`src/rtl/prog_loader_if.sv`:
```
// Byte-stream input and program-memory write port of the program loader.
`timescale 1ns/1ps
interface prog_loader_if #(
  parameter int unsigned ADDR_W = 11,
  parameter int unsigned DATA_W = 16
);
  logic [7:0]        rx_data;
  logic              rx_valid;
  logic              load;
  logic              wr_en;
  logic [ADDR_W-1:0] wr_addr;
  logic [DATA_W-1:0] wr_data;
  logic              done;
  logic              busy;
  logic              overflow;

  // Byte source and load control side.
  modport master (
    output rx_data, rx_valid, load,
    input  wr_en, wr_addr, wr_data, done, busy, overflow
  );

  // Loader side.
  modport slave (
    input  rx_data, rx_valid, load,
    output wr_en, wr_addr, wr_data, done, busy, overflow
  );
endinterface

```
`src/rtl/prog_loader.sv`:
```
// Assembles little-endian 16-bit words from a UART byte stream (length header first)
// and writes them to consecutive program-memory addresses starting at 0.
`timescale 1ns/1ps
module prog_loader #(
  parameter int unsigned ADDR_W = 11,
  parameter int unsigned DATA_W = 16,
  parameter int unsigned DEPTH  = 2048
) (
  input  logic          clk,
  input  logic          reset,
  prog_loader_if.slave  bus
);

  localparam int unsigned CW = ADDR_W + 1;
  localparam logic [16:0] DEPTH_L = 17'(DEPTH);

  typedef enum logic [2:0] {LEN_LO, LEN_HI, W_LO, W_HI, DONE} state_e;

  state_e            state_q, state_d;
  logic [7:0]        len_lo_q, len_lo_d;
  logic [7:0]        lo_q, lo_d;
  logic [CW-1:0]     n_q, n_d;
  logic [CW-1:0]     cnt_q, cnt_d;
  logic              wr_en_q, wr_en_d;
  logic [ADDR_W-1:0] wr_addr_q, wr_addr_d;
  logic [DATA_W-1:0] wr_data_q, wr_data_d;
  logic              done_q, done_d;
  logic              busy_q, busy_d;
  logic              ovf_q, ovf_d;
  logic [15:0]       len16_c;
  logic [CW-1:0]     cnt_inc_c;

  // Next-state and output decode; load outranks any byte in the same cycle.
  always_comb begin
    state_d   = state_q;
    len_lo_d  = len_lo_q;
    lo_d      = lo_q;
    n_d       = n_q;
    cnt_d     = cnt_q;
    wr_en_d   = 1'b0;
    wr_addr_d = wr_addr_q;
    wr_data_d = wr_data_q;
    done_d    = done_q;
    busy_d    = busy_q;
    ovf_d     = ovf_q;
    len16_c   = {bus.rx_data, len_lo_q};
    cnt_inc_c = cnt_q + CW'(1);

    if (bus.load) begin
      state_d   = LEN_LO;
      cnt_d     = '0;
      wr_addr_d = '0;
      done_d    = 1'b0;
      busy_d    = 1'b0;
      ovf_d     = 1'b0;
    end else if (bus.rx_valid) begin
      unique case (state_q)
        LEN_LO: begin
          len_lo_d = bus.rx_data;
          busy_d   = 1'b1;
          state_d  = LEN_HI;
        end
        LEN_HI: begin
          ovf_d = ({1'b0, len16_c} > DEPTH_L);
          if (len16_c == 16'd0) begin
            done_d  = 1'b1;
            busy_d  = 1'b0;
            state_d = DONE;
          end else begin
            // Clamp so the address counter can never run past DEPTH-1.
            n_d     = ({1'b0, len16_c} > DEPTH_L) ? CW'(DEPTH) : CW'(len16_c);
            state_d = W_LO;
          end
        end
        W_LO: begin
          lo_d    = bus.rx_data;
          state_d = W_HI;
        end
        W_HI: begin
          wr_en_d   = 1'b1;
          wr_addr_d = cnt_q[ADDR_W-1:0];
          wr_data_d = DATA_W'({bus.rx_data, lo_q});
          cnt_d     = cnt_inc_c;
          if (cnt_inc_c == n_q) begin
            done_d  = 1'b1;
            busy_d  = 1'b0;
            state_d = DONE;
          end else begin
            state_d = W_LO;
          end
        end
        DONE: ;
        default: state_d = LEN_LO;
      endcase
    end
  end

  always_ff @(posedge clk or negedge reset) begin
    if (!reset) begin
      state_q   <= LEN_LO;
      len_lo_q  <= '0;
      lo_q      <= '0;
      n_q       <= '0;
      cnt_q     <= '0;
      wr_en_q   <= 1'b0;
      wr_addr_q <= '0;
      wr_data_q <= '0;
      done_q    <= 1'b0;
      busy_q    <= 1'b0;
      ovf_q     <= 1'b0;
    end else begin
      state_q   <= state_d;
      len_lo_q  <= len_lo_d;
      lo_q      <= lo_d;
      n_q       <= n_d;
      cnt_q     <= cnt_d;
      wr_en_q   <= wr_en_d;
      wr_addr_q <= wr_addr_d;
      wr_data_q <= wr_data_d;
      done_q    <= done_d;
      busy_q    <= busy_d;
      ovf_q     <= ovf_d;
    end
  end

  assign bus.wr_en    = wr_en_q;
  assign bus.wr_addr  = wr_addr_q;
  assign bus.wr_data  = wr_data_q;
  assign bus.done     = done_q;
  assign bus.busy     = busy_q;
  assign bus.overflow = ovf_q;

endmodule

```
`src/flat_wrapper.sv`:
```
// flat-port wrapper written by rule: the top's interface ports become plain ports
module prog_loader_flat 
#(
  parameter int unsigned ADDR_W = 11,
  parameter int unsigned DATA_W = 16,
  parameter int unsigned DEPTH  = 2048
)
  (clk, reset, bus_rx_data, bus_rx_valid, bus_load, bus_wr_en, bus_wr_addr, bus_wr_data, bus_done, bus_busy, bus_overflow);
  prog_loader_if #(.ADDR_W(ADDR_W), .DATA_W(DATA_W)) bus_i ();
  input  logic clk;
  input  logic reset;
  input wire logic [$bits(bus_i.rx_data)-1:0] bus_rx_data;
  input wire logic [$bits(bus_i.rx_valid)-1:0] bus_rx_valid;
  input wire logic [$bits(bus_i.load)-1:0] bus_load;
  output wire logic [$bits(bus_i.wr_en)-1:0] bus_wr_en;
  output wire logic [$bits(bus_i.wr_addr)-1:0] bus_wr_addr;
  output wire logic [$bits(bus_i.wr_data)-1:0] bus_wr_data;
  output wire logic [$bits(bus_i.done)-1:0] bus_done;
  output wire logic [$bits(bus_i.busy)-1:0] bus_busy;
  output wire logic [$bits(bus_i.overflow)-1:0] bus_overflow;
  assign bus_i.rx_data = bus_rx_data;
  assign bus_i.rx_valid = bus_rx_valid;
  assign bus_i.load = bus_load;
  assign bus_wr_en = bus_i.wr_en;
  assign bus_wr_addr = bus_i.wr_addr;
  assign bus_wr_data = bus_i.wr_data;
  assign bus_done = bus_i.done;
  assign bus_busy = bus_i.busy;
  assign bus_overflow = bus_i.overflow;
  prog_loader #(.ADDR_W(ADDR_W), .DATA_W(DATA_W), .DEPTH(DEPTH)) u_core (.clk(clk), .reset(reset), .bus(bus_i));
endmodule
```
`config.mk`:
```
export PLATFORM = sky130hd
export DESIGN_NAME = prog_loader_flat
export DESIGN_NICKNAME = d
export VERILOG_FILES = /design/src/rtl/prog_loader_if.sv /design/src/rtl/prog_loader.sv /design/src/flat_wrapper.sv
export SDC_FILE = /design/constraint.sdc
export NUM_CORES = 1
export LEC_CHECK = 0
export ABC_AREA = 0
export BUFFER_PORTS_ARGS = -buffer_cell sky130_fd_sc_hd__buf_2
export CAP_MARGIN = 20
export CORE_ASPECT_RATIO = 1.1
export CORE_MARGIN = 1
export CORE_UTILIZATION = 50
export DETAILED_ROUTE_END_ITERATION = 6
export GPL_ROUTABILITY_DRIVEN = 0
export PLACE_DENSITY = 0.7
export SLEW_MARGIN = 25
export SYNTH_ARGS = -nofsm -noshare
export SYNTH_HDL_FRONTEND = slang
export SYNTH_SLANG_ARGS = --single-unit
```
`constraint.sdc`:
```
create_clock -name clk -period 2.95 [get_ports clk]
set_input_delay 0.7375 -clock clk [delete_from_list [all_inputs] [get_ports clk]]
set_output_delay 0.7375 -clock clk [all_outputs]
set_load 0.05 [all_outputs]
```
==> out/metrics.csv, run 1 <==
stage;metric;value;unit
cells_and_area;most frequent cells in the layout;74 x dfrtp_1, 41 x buf_2, 33 x mux2_2;
worst_setup_path;startpoint types;register;
synthesis;FFs w/ async S/R, synth;100;%
worst_setup_path;Worst setup EP type;register;
floorplanning;Core Area;6560;sq um
sta;post-route minimum period;2.60;ns
synthesis;Yosys reg bits;74;
cts;clock latency on the worst-skew pair;0.35;ns
worst_setup_path;Critical Path AT;2.87;ns
sta;Period Utilization, post-route;88.1;%
place;cell total after placement;396;
synthesis;Syn. warnings;0;
floorplanning;Site Rows;31;
drt;vias per cell;5.59;
drt;drt wl/cell;16.3;microns
sta;Final Setup Violations;0;
worst_setup_path;r2r setup slk;0.35;ns
cells_and_area;Final nets;340;
worst_setup_path;CP max stage delay;0.55;ns
cts;Root Driver;clkbuf_8;
grt;largest net degree at the start of global routing;75;
sta;max frequency;385;MHz
cts;TritonCTS Sinks;74;
synthesis;Seq/Total Area, Yosys;54.7;%
grt;number of global-route vias before repair;2283;
worst_setup_path;CP delay by family, top;simple AND/OR/NAND/NOR gates;
sta;RSZ-0062 raised after global routing;false;
pwr;PD cells;637;nW/um^2
sta;Hold Violations, Final;0;
cells_and_area;Synth-to-Final Area Change;16.2;%
worst_setup_path;Most common cell on crit path;a21oi_1;
cts;# hold bufs at CTS;0;
hold_path;min-delay worst type;input pin to async pin;
drt;Metal-1 WL;3050;microns
drt;first-pass iteration count of the detailed router;4;
place;Final HPWL DP;4660;microns
status;status;complete, no violations;
drt;final WL;6750;microns
cells_and_area;most common cell after layout, fill and taps aside;dfrtp_1;
synthesis;Synth Instances;282;
synthesis;syn_nets;296;
cts;Clock H-tree levels;3;
worst_setup_path;Req. time, crit path;3.22;ns
worst_setup_path;worst-path fanout max;9;
cts;postcts setup bufs;0;
synthesis;Most used DFF post-synth;dfrtp_1;
worst_setup_path;CP bufs+invs;0;
cells_and_area;share of post-route cells with drive strength above 1;32.6;%
cts;Clock Tree Buf Depth;2;
cells_and_area;fillers;536;
drt;remaining antenna violation count;0;
synthesis;Post-synth EDFFs;0;
grt;All-Layer GR Usage;21.5;%
cells_and_area;ant diodes;0;
sta;Fin Clk Skew;0.00613;ns
cts;Num CTS Buffers;9;
floorplanning;# IOs;43;
worst_setup_path;r2r endpoint;u_core.bus.done;
sta;max_slew headroom;68.4;%
sta;setup TNS;0;ns
drt;Vias;2309;
drt;Top Metal Used;met4;
synthesis;Synth cell types;44;
flow_run;number of max-cap violations;0;
grt;initial antenna violation count;0;
cts;clk slew on worst S/H paths;0.08;ns
floorplanning;die footprint;7110;sq um
sta;fin. max-slew vios;0;
cells_and_area;final cell count without fillers;413;
drt;metal2 WL;3360;microns
worst_setup_path;R2R cell count;8;
worst_setup_path;RR Startpoint;u_core.cnt_q[0];
pwr;Leak;1.93;nW
drt;met3 WL post-DR;195;microns
worst_setup_path;Crit. Startpoint;u_core.cnt_q[0];
grt;grt ovf;0;
cts;CTS tree;yes;
drt;drc violations;0;
worst_setup_path;ordered list of cells on the worst path;ha_1 > and4_4 > nor4b_2 > a31o_1 > a21oi_1 > or4_4 > a211o_1 > a21oi_1;
cts;post-cts repair resize count;0;
synthesis;Synth Cell Area;3390;sq um
worst_setup_path;Slowest-stage cell, CP;or4_4;
worst_setup_path;CP Depth;8;
pwr;IR drop worst, VDD;0.000411;V
floorplanning;Initial Util;51.7;%
worst_setup_path;WS Path Type;register to register;
synthesis;Avg Synthesized Cell Area;12.0;sq um
floorplanning;Die Ht;88.3;microns
sta;Slew @ Worst Pin;0.473;ns
drt;initial DRC count;118;
floorplanning;Die X;80.5;microns
grt;first-pass GRT wire length;11200;microns
place;port bufs;42;
## flip-flops by register name, indices dropped and copies added (netlist names), 3 cells and up
name and count:
u_core.cnt_q 12, u_core.len_lo_q 8, u_core.n_q 12, u_core.lo_q 8
u_core.bus.wr_addr 11, u_core.state_q 3, u_core.bus.wr_data 16
## routing by layer
metal	vias up	track usage (%)
li1	1103	-
met1	1141	26.9
met2	51	34.7
met3	14	5.15
met4	0	11.4
met5	-	0
## cell type report
class                      instances  area (sq um)  area share [%]
clock buffer                      10           128            3.24
clock inverter                     6           115            2.93
inverter                           2          7.51           0.191
multi-input combinational        189          1440            36.5
sequential                        74          1850            47.1
tap                               82           103            2.61
timing repair buffer              50           293            7.44
## worst register-to-register path: stages, from the launching register on
cell	delay, ns
dfrtp_1	0.48
ha_1	0.29
and4_4	0.22
nor4b_2	0.27
a31o_1	0.13
a21oi_1	0.06
or4_4	0.55
a211o_1	0.34
a21oi_1	0.17
## logic make-up (layout without fill, tap and decap cells)
logic type	count (synthesis)	after routing	synth area share, %
simple gates	75	75	12.1
compound gates	54	54	11.7
fa+ha+maj	2	2	0.739
buf+inv	19	68	2.85
flops	74	74	54.7
mux	34	34	11.3
xor+xnor	24	24	6.65
## synthesized netlist by cell type, drive strengths merged, types with 2 or more instances
cell type	count	area (sq um)
clkbuf	11	41.3
nand4	4	25.0
a21oi	10	50.1
nor3	5	25.0
or3	3	18.8
inv	2	7.51
ha	2	25.0
nor2b	4	25.0
a21o	3	22.5
or4	2	18.8
xor2	15	146
a211oi	3	27.5
dfrtp	74	1850
and4	4	43.8
xnor2	9	78.8
nor2	20	75.1
nor4	2	12.5
buf	6	47.5
o21ai	9	45.0
mux2	33	372
nand3	4	20.0
a22o	22	193
and2	4	27.5
and3b	2	17.5
nand2	17	63.8
## through the flow
| step | setup slack [ns] | utilization (%) | total power [mW] | area [sq um] | hold WS (ns) |
|---|---|---|---|---|---|
| 4_1_cts | 0.351 | 59.6 | 2.53 | 3910 | 0.503 |
| 5_1_grt | 0.262 | 60.0 | 2.62 | 3940 | 0.272 |
| 3_5_place_dp | 0.351 | 55.9 | 1.57 | 3660 | 0.478 |
| 6_report | 0.352 | 60.0 | 2.51 | 3940 | 0.273 |
| 2_1_floorplan | 0.575 | - | 1.46 | 3390 | 0.442 |
| 3_3_place_gp | 0.437 | 55.9 | 1.56 | 3660 | 0.477 |
## worst max-delay path by stage
stage                      endpoint  slack, ns
floorplan           u_core.bus.busy       0.58
global placement    u_core.bus.busy       0.44
detailed placement  u_core.bus.busy       0.35
CTS                 u_core.bus.done       0.35
global route        u_core.bus.done       0.26
finish              u_core.bus.done       0.35
## power breakdown
part | internal [mW] | leakage (nW) | switching, mW | total (mW)
clock network | 0.565 | 0.117 | 0.387 | 0.952
registers | 1.12 | 0.997 | 0.0724 | 1.20
logic | 0.140 | 0.811 | 0.218 | 0.359
total | 1.83 | 1.93 | 0.678 | 2.51
No activity file was read; power rests on OpenSTA's default activity.
==> run 2: changes to the inputs <==
--- a/config.mk
+++ b/config.mk
@@ -13,7 +13,8 @@
 export CORE_UTILIZATION = 50
 export DETAILED_ROUTE_END_ITERATION = 6
 export GPL_ROUTABILITY_DRIVEN = 0
-export PLACE_DENSITY = 0.7
+export PLACE_DENSITY = 0.74
+export SKIP_CTS_REPAIR_TIMING = 1
 export SLEW_MARGIN = 25
 export SYNTH_ARGS = -nofsm -noshare
 export SYNTH_HDL_FRONTEND = slang
==> run 2 against run 1 <==
Compared with the run above: die area is the same; power is 4.1% lower; register-to-register slack got worse by 0.03 ns; critical path depth stayed put; core utilization is 0.95 points lower; clock-buffer cell count fell by 1; critical endpoint is now u_core.bus.busy; largest power group unchanged.
==> out/metrics.csv, run 2 (synthesis gave the netlist of run 1 again) <==
stage;metric;value;unit;change
hold_path;Endpoint, Worst Hold;u_core.bus.wr_addr[6];;
worst_setup_path;Critical Path AT;2.86;ns;was 2.87 ns
worst_setup_path;WS Path Type;register to register;;unchanged
cts;clk slew on worst S/H paths;0.08;ns;about the same
sta;WHS;0.499;ns;was 0.273 ns
floorplanning;Initial Util;51.7;%;unchanged
cts;clock latency on the worst-skew pair;0.35;ns;about the same
grt;largest net degree at the start of global routing;75;;unchanged
cells_and_area;most common cell after layout, fill and taps aside;dfrtp_1;;unchanged
grt;grt ovf;0;;unchanged
floorplanning;Site Rows;31;;unchanged
drt;drc violations;0;;unchanged
pwr;IR drop worst, VDD;0.000402;V;was 0.000411 V
worst_setup_path;Slowest-stage cell, CP;or4_4;;unchanged
pwr;PD cells;621;nW/um^2;was 637 nW/um^2
hold_path;min-delay worst type;register to register;;was input pin to async pin
sta;Period Utilization, post-route;89.0;%;was 88.1%
grt;first-pass GRT wire length;11000;microns;was 11200 microns
drt;first-pass iteration count of the detailed router;4;;unchanged
sta;Hold Violations, Final;0;;unchanged
worst_setup_path;r2r endpoint;u_core.bus.busy;;was u_core.bus.done
cells_and_area;most frequent cells in the layout;74 x dfrtp_1, 41 x buf_2, 33 x mux2_2;;unchanged
worst_setup_path;Req. time, crit path;3.19;ns;was 3.22 ns
worst_setup_path;CP max stage delay;0.55;ns;about the same
worst_setup_path;r2r setup slk;0.32;ns;was 0.35 ns
worst_setup_path;Worst setup EP type;register;;unchanged
floorplanning;Die Ht;88.3;microns;unchanged
cells_and_area;area of the multi-input gates;1440;sq um;unchanged
drt;final WL;6560;microns;was 6750 microns
sta;worst setup margin;0.324;ns;was 0.352 ns
grt;number of global-route vias before repair;2256;;was 2283
cells_and_area;register area;1850;sq um;unchanged
sta;Fin Clk Skew;0.00425;ns;was 0.00613 ns
cells_and_area;Synth-to-Final Area Change;14.4;%;was 16.2%
sta;max frequency;381;MHz;was 385 MHz
floorplanning;Die X;80.5;microns;unchanged
worst_setup_path;RR Startpoint;u_core.cnt_q[0];;unchanged
drt;remaining antenna violation count;0;;unchanged
worst_setup_path;ordered list of cells on the worst path;ha_1 > and4_4 > a21o_1 > a211oi_1 > a21oi_1 > or4_4 > a211o_1 > o211a_1;;was ha_1 > and4_4 > nor4b_2 > a31o_1 > a21oi_1 > or4_4 > a211o_1 > a21oi_1
cts;Root Driver;clkbuf_8;;unchanged
worst_setup_path;R2R cell count;8;;unchanged
status;status;complete, no violations;;unchanged
cells_and_area;share of post-route cells with drive strength above 1;32.3;%;was 32.6%
floorplanning;Core Area;6560;sq um;unchanged
drt;initial DRC count;119;;was 118
grt;initial antenna violation count;0;;unchanged
cts;Clock Tree Buf Depth;2;;unchanged
sta;RSZ-0062 raised after global routing;false;;unchanged
drt;vias per cell;5.54;;was 5.59
worst_setup_path;startpoint types;register;;unchanged
place;Final HPWL DP;4580;microns;was 4660 microns
drt;drt wl/cell;16.0;microns;was 16.3 microns
sta;max_slew headroom;40.0;%;was 68.4%
cells_and_area;ant diodes;0;;unchanged
cells_and_area;max FFs per register;16;;unchanged
worst_setup_path;CP delay by family, top;compound AO/OA/AOI/OAI gates;;was simple AND/OR/NAND/NOR gates
cts;Num CTS Buffers;9;;unchanged
hold_path;min-delay src;u_core.bus.wr_addr[6];;
cts;Clock H-tree levels;3;;unchanged
sta;setup TNS;0;ns;unchanged
cells_and_area;Final nets;338;;was 340
hold_path;hold depth;1;;
drt;Vias;2270;;was 2309
pwr;Leak;1.90;nW;was 1.93 nW
cts;CTS tree;yes;;unchanged
floorplanning;die footprint;7110;sq um;unchanged
sta;Final Setup Violations;0;;unchanged
sta;fin. max-slew vios;0;;unchanged
sta;post-route minimum period;2.63;ns;was 2.60 ns
floorplanning;# IOs;43;;unchanged
place;port bufs;42;;unchanged
worst_setup_path;CP bufs+invs;0;;unchanged
worst_setup_path;worst-path fanout max;9;;unchanged
sta;Slew @ Worst Pin;0.900;ns;was 0.473 ns
cells_and_area;fillers;526;;was 536
grt;All-Layer GR Usage;20.8;%;was 21.5%
cts;TritonCTS Sinks;74;;unchanged
flow_run;number of max-cap violations;0;;unchanged
place;worst slack, placed;0.377;ns;was 0.351 ns
==> run 2: cell type report <==
type | count | share of cell area [%]
repair buffers | 48 | 6.66
clock inverters | 6 | 2.36
flip-flops and latches | 74 | 47.8
inverters | 2 | 0.194
well taps | 82 | 2.65
clock buffers | 9 | 3.20
multi-input cells | 189 | 37.1
==> run 2: report_power, final <==
part	internal, mW	leakage (nW)	switching (mW)	total, mW
combinational	0.136	0.793	0.219	0.356
sequential	1.12	0.997	0.0691	1.19
clock	0.476	0.110	0.379	0.855
total	1.74	1.90	0.667	2.40
==> run 2: worst register-to-register path, stage by stage, from the launching register on <==
cell and delay [ns]:
dfrtp_1 0.49, ha_1 0.31, and4_4 0.22, a21o_1 0.15, a211oi_1 0.24, a21oi_1 0.07
or4_4 0.55, a211o_1 0.35, o211a_1 0.14
==> run 2: worst max-delay path by stage <==
stage                     from               to  slack (ns)  cells past startpoint
2_1_floorplan  u_core.cnt_q[1]  u_core.bus.busy        0.58                      8
5_1_grt        u_core.cnt_q[0]  u_core.bus.done        0.26                      8
3_5_place_dp   u_core.cnt_q[0]  u_core.bus.busy        0.38                      8
3_3_place_gp   u_core.cnt_q[0]  u_core.bus.busy        0.43                      8
6_report       u_core.cnt_q[0]  u_core.bus.busy        0.32                      8
4_1_cts        u_core.cnt_q[0]  u_core.bus.busy        0.36                      8
==> run 2: per-stage QoR <==
stage / utilization [%] / power (mW) / instances / area, sq um
finish: 59.1 / 2.40 / 410 / 3870
global route: 59.1 / 2.51 / 410 / 3870
CTS: 59.1 / 2.43 / 410 / 3870
detailed placement: 55.8 / 1.57 / 395 / 3660
global placement: 55.8 / 1.56 / 395 / 3660
floorplan: - / 1.46 / 282 / 3390
==> run 2: per-layer routing <==
layer | track usage [%] | wire length [microns] | vias up | part of all wire (%)
li1 | - | - | 1093 | -
met1 | 26.7 | 3060 | 1106 | 47
met2 | 33.1 | 3110 | 60 | 47
met3 | 4.64 | 266 | 11 | 4.1
met4 | 10.7 | 124 | 0 | 1.9
met5 | 0 | 0 | - | 0
==> run 3: changes to the inputs <==
--- a/config.mk
+++ b/config.mk
@@ -8,12 +8,14 @@
 export ABC_AREA = 0
 export BUFFER_PORTS_ARGS = -buffer_cell sky130_fd_sc_hd__buf_2
 export CAP_MARGIN = 20
+export CELL_PAD_IN_SITES_DETAIL_PLACEMENT = 1
+export CELL_PAD_IN_SITES_GLOBAL_PLACEMENT = 1
 export CORE_ASPECT_RATIO = 1.1
 export CORE_MARGIN = 1
-export CORE_UTILIZATION = 50
+export CORE_UTILIZATION = 46
 export DETAILED_ROUTE_END_ITERATION = 6
 export GPL_ROUTABILITY_DRIVEN = 0
-export PLACE_DENSITY = 0.74
+export PLACE_DENSITY = 0.83
 export SKIP_CTS_REPAIR_TIMING = 1
 export SLEW_MARGIN = 25
 export SYNTH_ARGS = -nofsm -noshare
==> run 3 against run 2 <==
Compared with the run above: the run now ends with DRC left; combinational power is 1% higher; clock skew up 0.0055 ns; non-clock buffer count stayed put; final cell count is 0.98% higher; first-iteration DRC count decreased by 36%; setup slack better by 0.0094 ns; global-route usage increased by 0.93 points; highest routed layer unchanged.
==> out/metrics.csv, run 3 (synthesis gave the netlist of run 1 again) <==
stage;metric;value;unit;change
sta;post-route minimum period;2.62;ns;was 2.63 ns
worst_setup_path;Worst setup EP type;register;;unchanged
grt;first-pass GRT wire length;12700;microns;was 11000 microns
grt;number of global-route vias before repair;2449;;was 2256
sta;Period Utilization, post-route;88.7;%;was 89.0%
worst_setup_path;ordered list of cells on the worst path;ha_1 > and4_4 > nor4b_2 > a31o_1 > a21oi_1 > or4_4 > a211o_1 > o211a_1;;was ha_1 > and4_4 > a21o_1 > a211oi_1 > a21oi_1 > or4_4 > a211o_1 > o211a_1
sta;Slew @ Worst Pin;0.665;ns;was 0.900 ns
grt;largest net degree at the start of global routing;75;;unchanged
pwr;Leak;1.92;nW;was 1.90 nW
drt;remaining antenna violation count;0;;unchanged
cts;Num CTS Buffers;9;;unchanged
cells_and_area;Synth-to-Final Area Change;16.1;%;was 14.4%
drt;initial DRC count;76;;was 119
place;port bufs;42;;unchanged
floorplanning;Initial Util;47.8;%;was 51.7%
drt;vias per cell;5.65;;was 5.54
floorplanning;Die X;83.8;microns;was 80.5 microns
cts;clock latency on the worst-skew pair;0.36;ns;was 0.35 ns
drt;drt wl/cell;18.3;microns;was 16.0 microns
drt;final WL;7580;microns;was 6560 microns
sta;max frequency;382;MHz;was 381 MHz
cts;Clock Tree Buf Depth;2;;unchanged
grt;initial antenna violation count;0;;unchanged
pwr;Pint;1.91;mW;was 1.74 mW
cells_and_area;max FFs per register;16;;unchanged
pwr;Clock power frac;40.1;%;was 35.6%
cells_and_area;fillers;757;;was 526
worst_setup_path;WS Path Type;register to register;;unchanged
worst_setup_path;Slowest-stage cell, CP;or4_4;;unchanged
floorplanning;# IOs;43;;unchanged
cts;clk slew on worst S/H paths;0.08;ns;about the same
status;failing checks;DRC;;
worst_setup_path;CP delay by family, top;simple AND/OR/NAND/NOR gates;;was compound AO/OA/AOI/OAI gates
cells_and_area;register area;1850;sq um;unchanged
sta;worst setup margin;0.334;ns;was 0.324 ns
status;status;complete, but fails checks;;was complete, no violations
grt;grt ovf;0;;unchanged
sta;Final Setup Violations;0;;unchanged
sta;RSZ-0062 raised after global routing;false;;unchanged
floorplanning;Site Rows;32;;was 31
cts;Clock H-tree levels;3;;unchanged
worst_setup_path;startpoint types;register;;unchanged
pwr;PD cells;663;nW/um^2;was 621 nW/um^2
pwr;sw frac;26.6;%;was 27.8%
pwr;IR drop worst, VDD;0.000399;V;was 0.000402 V
sta;max_slew headroom;55.7;%;was 40.0%
cells_and_area;Final nets;338;;unchanged
flow_run;number of max-cap violations;0;;unchanged
place;Final HPWL DP;5280;microns;was 4580 microns
worst_setup_path;Critical Path AT;2.87;ns;was 2.86 ns
cells_and_area;share of post-route cells with drive strength above 1;32.2;%;was 32.3%
cells_and_area;area of the multi-input gates;1440;sq um;unchanged
cells_and_area;ant diodes;0;;unchanged
pwr;Seq pwr share;46.0;%;was 49.7%
pwr;P_sw;693;uW;was 667 uW
place;worst slack, placed;0.354;ns;was 0.377 ns
floorplanning;Core Area;7090;sq um;was 6560 sq um
cells_and_area;most frequent cells in the layout;74 x dfrtp_1, 41 x buf_2, 33 x mux2_2;;unchanged
drt;first-pass iteration count of the detailed router;6;;was 4
floorplanning;die footprint;7710;sq um;was 7110 sq um
pwr;Logic pwr share;13.9;%;was 14.8%
sta;Fin Clk Skew;0.00971;ns;was 0.00425 ns
worst_setup_path;Req. time, crit path;3.20;ns;was 3.19 ns
cts;TritonCTS Sinks;74;;unchanged
sta;fin. max-slew vios;0;;unchanged
hold_path;min-delay worst type;input pin to async pin;;was register to register
drt;Vias;2338;;was 2270
cells_and_area;most common cell after layout, fill and taps aside;dfrtp_1;;unchanged
worst_setup_path;CP bufs+invs;0;;unchanged
cts;CTS tree;yes;;unchanged
floorplanning;Die Ht;92.0;microns;was 88.3 microns
sta;WHS;0.391;ns;was 0.499 ns
worst_setup_path;CP max stage delay;0.55;ns;about the same
sta;setup TNS;0;ns;unchanged
grt;All-Layer GR Usage;21.7;%;was 20.8%
sta;Hold Violations, Final;0;;unchanged
cts;Root Driver;clkbuf_8;;unchanged
worst_setup_path;worst-path fanout max;9;;unchanged
drt;drc violations;8;;was 0
==> run 3: path summary, 6_finish.rpt <==
| check | start | to | slack [ns] | depth (start not counted) |
|---|---|---|---|---|
| min in group clk | u_core.bus.wr_addr[8] | u_core.bus.wr_addr[8] | 0.50 | 1 |
| hold reg to reg | u_core.bus.wr_addr[8] | u_core.bus.wr_addr[8] | 0.50 | 1 |
| setup / recovery | u_core.cnt_q[0] | u_core.bus.busy | 0.33 | 8 |
| setup reg to reg | u_core.cnt_q[0] | u_core.bus.busy | 0.33 | 8 |
| max in group asynchronous | reset | u_core.bus.wr_data[2] | 2.11 | 1 |
| hold / removal | reset | u_core.cnt_q[9] | 0.39 | 1 |
==> run 3: layer usage <==
layer | GRT usage [%] | up-vias | wire length [microns]
met5 | 0 | - | 0
met4 | 12.4 | 0 | 191
met3 | 3.60 | 12 | 219
met2 | 37.6 | 48 | 3860
met1 | 25.4 | 1185 | 3300
li1 | - | 1093 | -
==> run 3: per-stage QoR <==
step	util [%]	instances	power [mW]	area, sq um
CTS	55.4	414	2.64	3930
detailed placement	51.7	398	1.58	3660
global route	55.5	414	2.70	3930
floorplan	-	282	1.46	3390
finish	55.5	414	2.61	3930
global placement	51.7	398	1.56	3660
==> run 3: layout make-up <==
type,count,area share [%]
Clock buffer,10,3.25
Clock inverter,6,3.50
Inverter,2,0.191
Multi-Input combinational cell,189,36.6
Sequential cell,74,47.1
Tap cell,85,2.71
Timing Repair Buffer,48,6.65
==> run 3: worst register-to-register path, stage by stage, from the launching register on <==
cell     delay, ns
dfrtp_1       0.48
ha_1          0.30
and4_4        0.23
nor4b_2       0.26
a31o_1        0.14
a21oi_1       0.06
or4_4         0.55
a211o_1       0.35
o211a_1       0.14
==> run 3: power by group through the flow <==
stage	logic [mW]	registers (mW)	clock network, mW
final	0.361	1.20	1.05
after global routing	0.389	1.22	1.09
after CTS	0.366	1.20	1.07
after detailed placement	0.364	1.22	0
after global placement	0.352	1.21	0
after floorplan	0.161	1.30	0
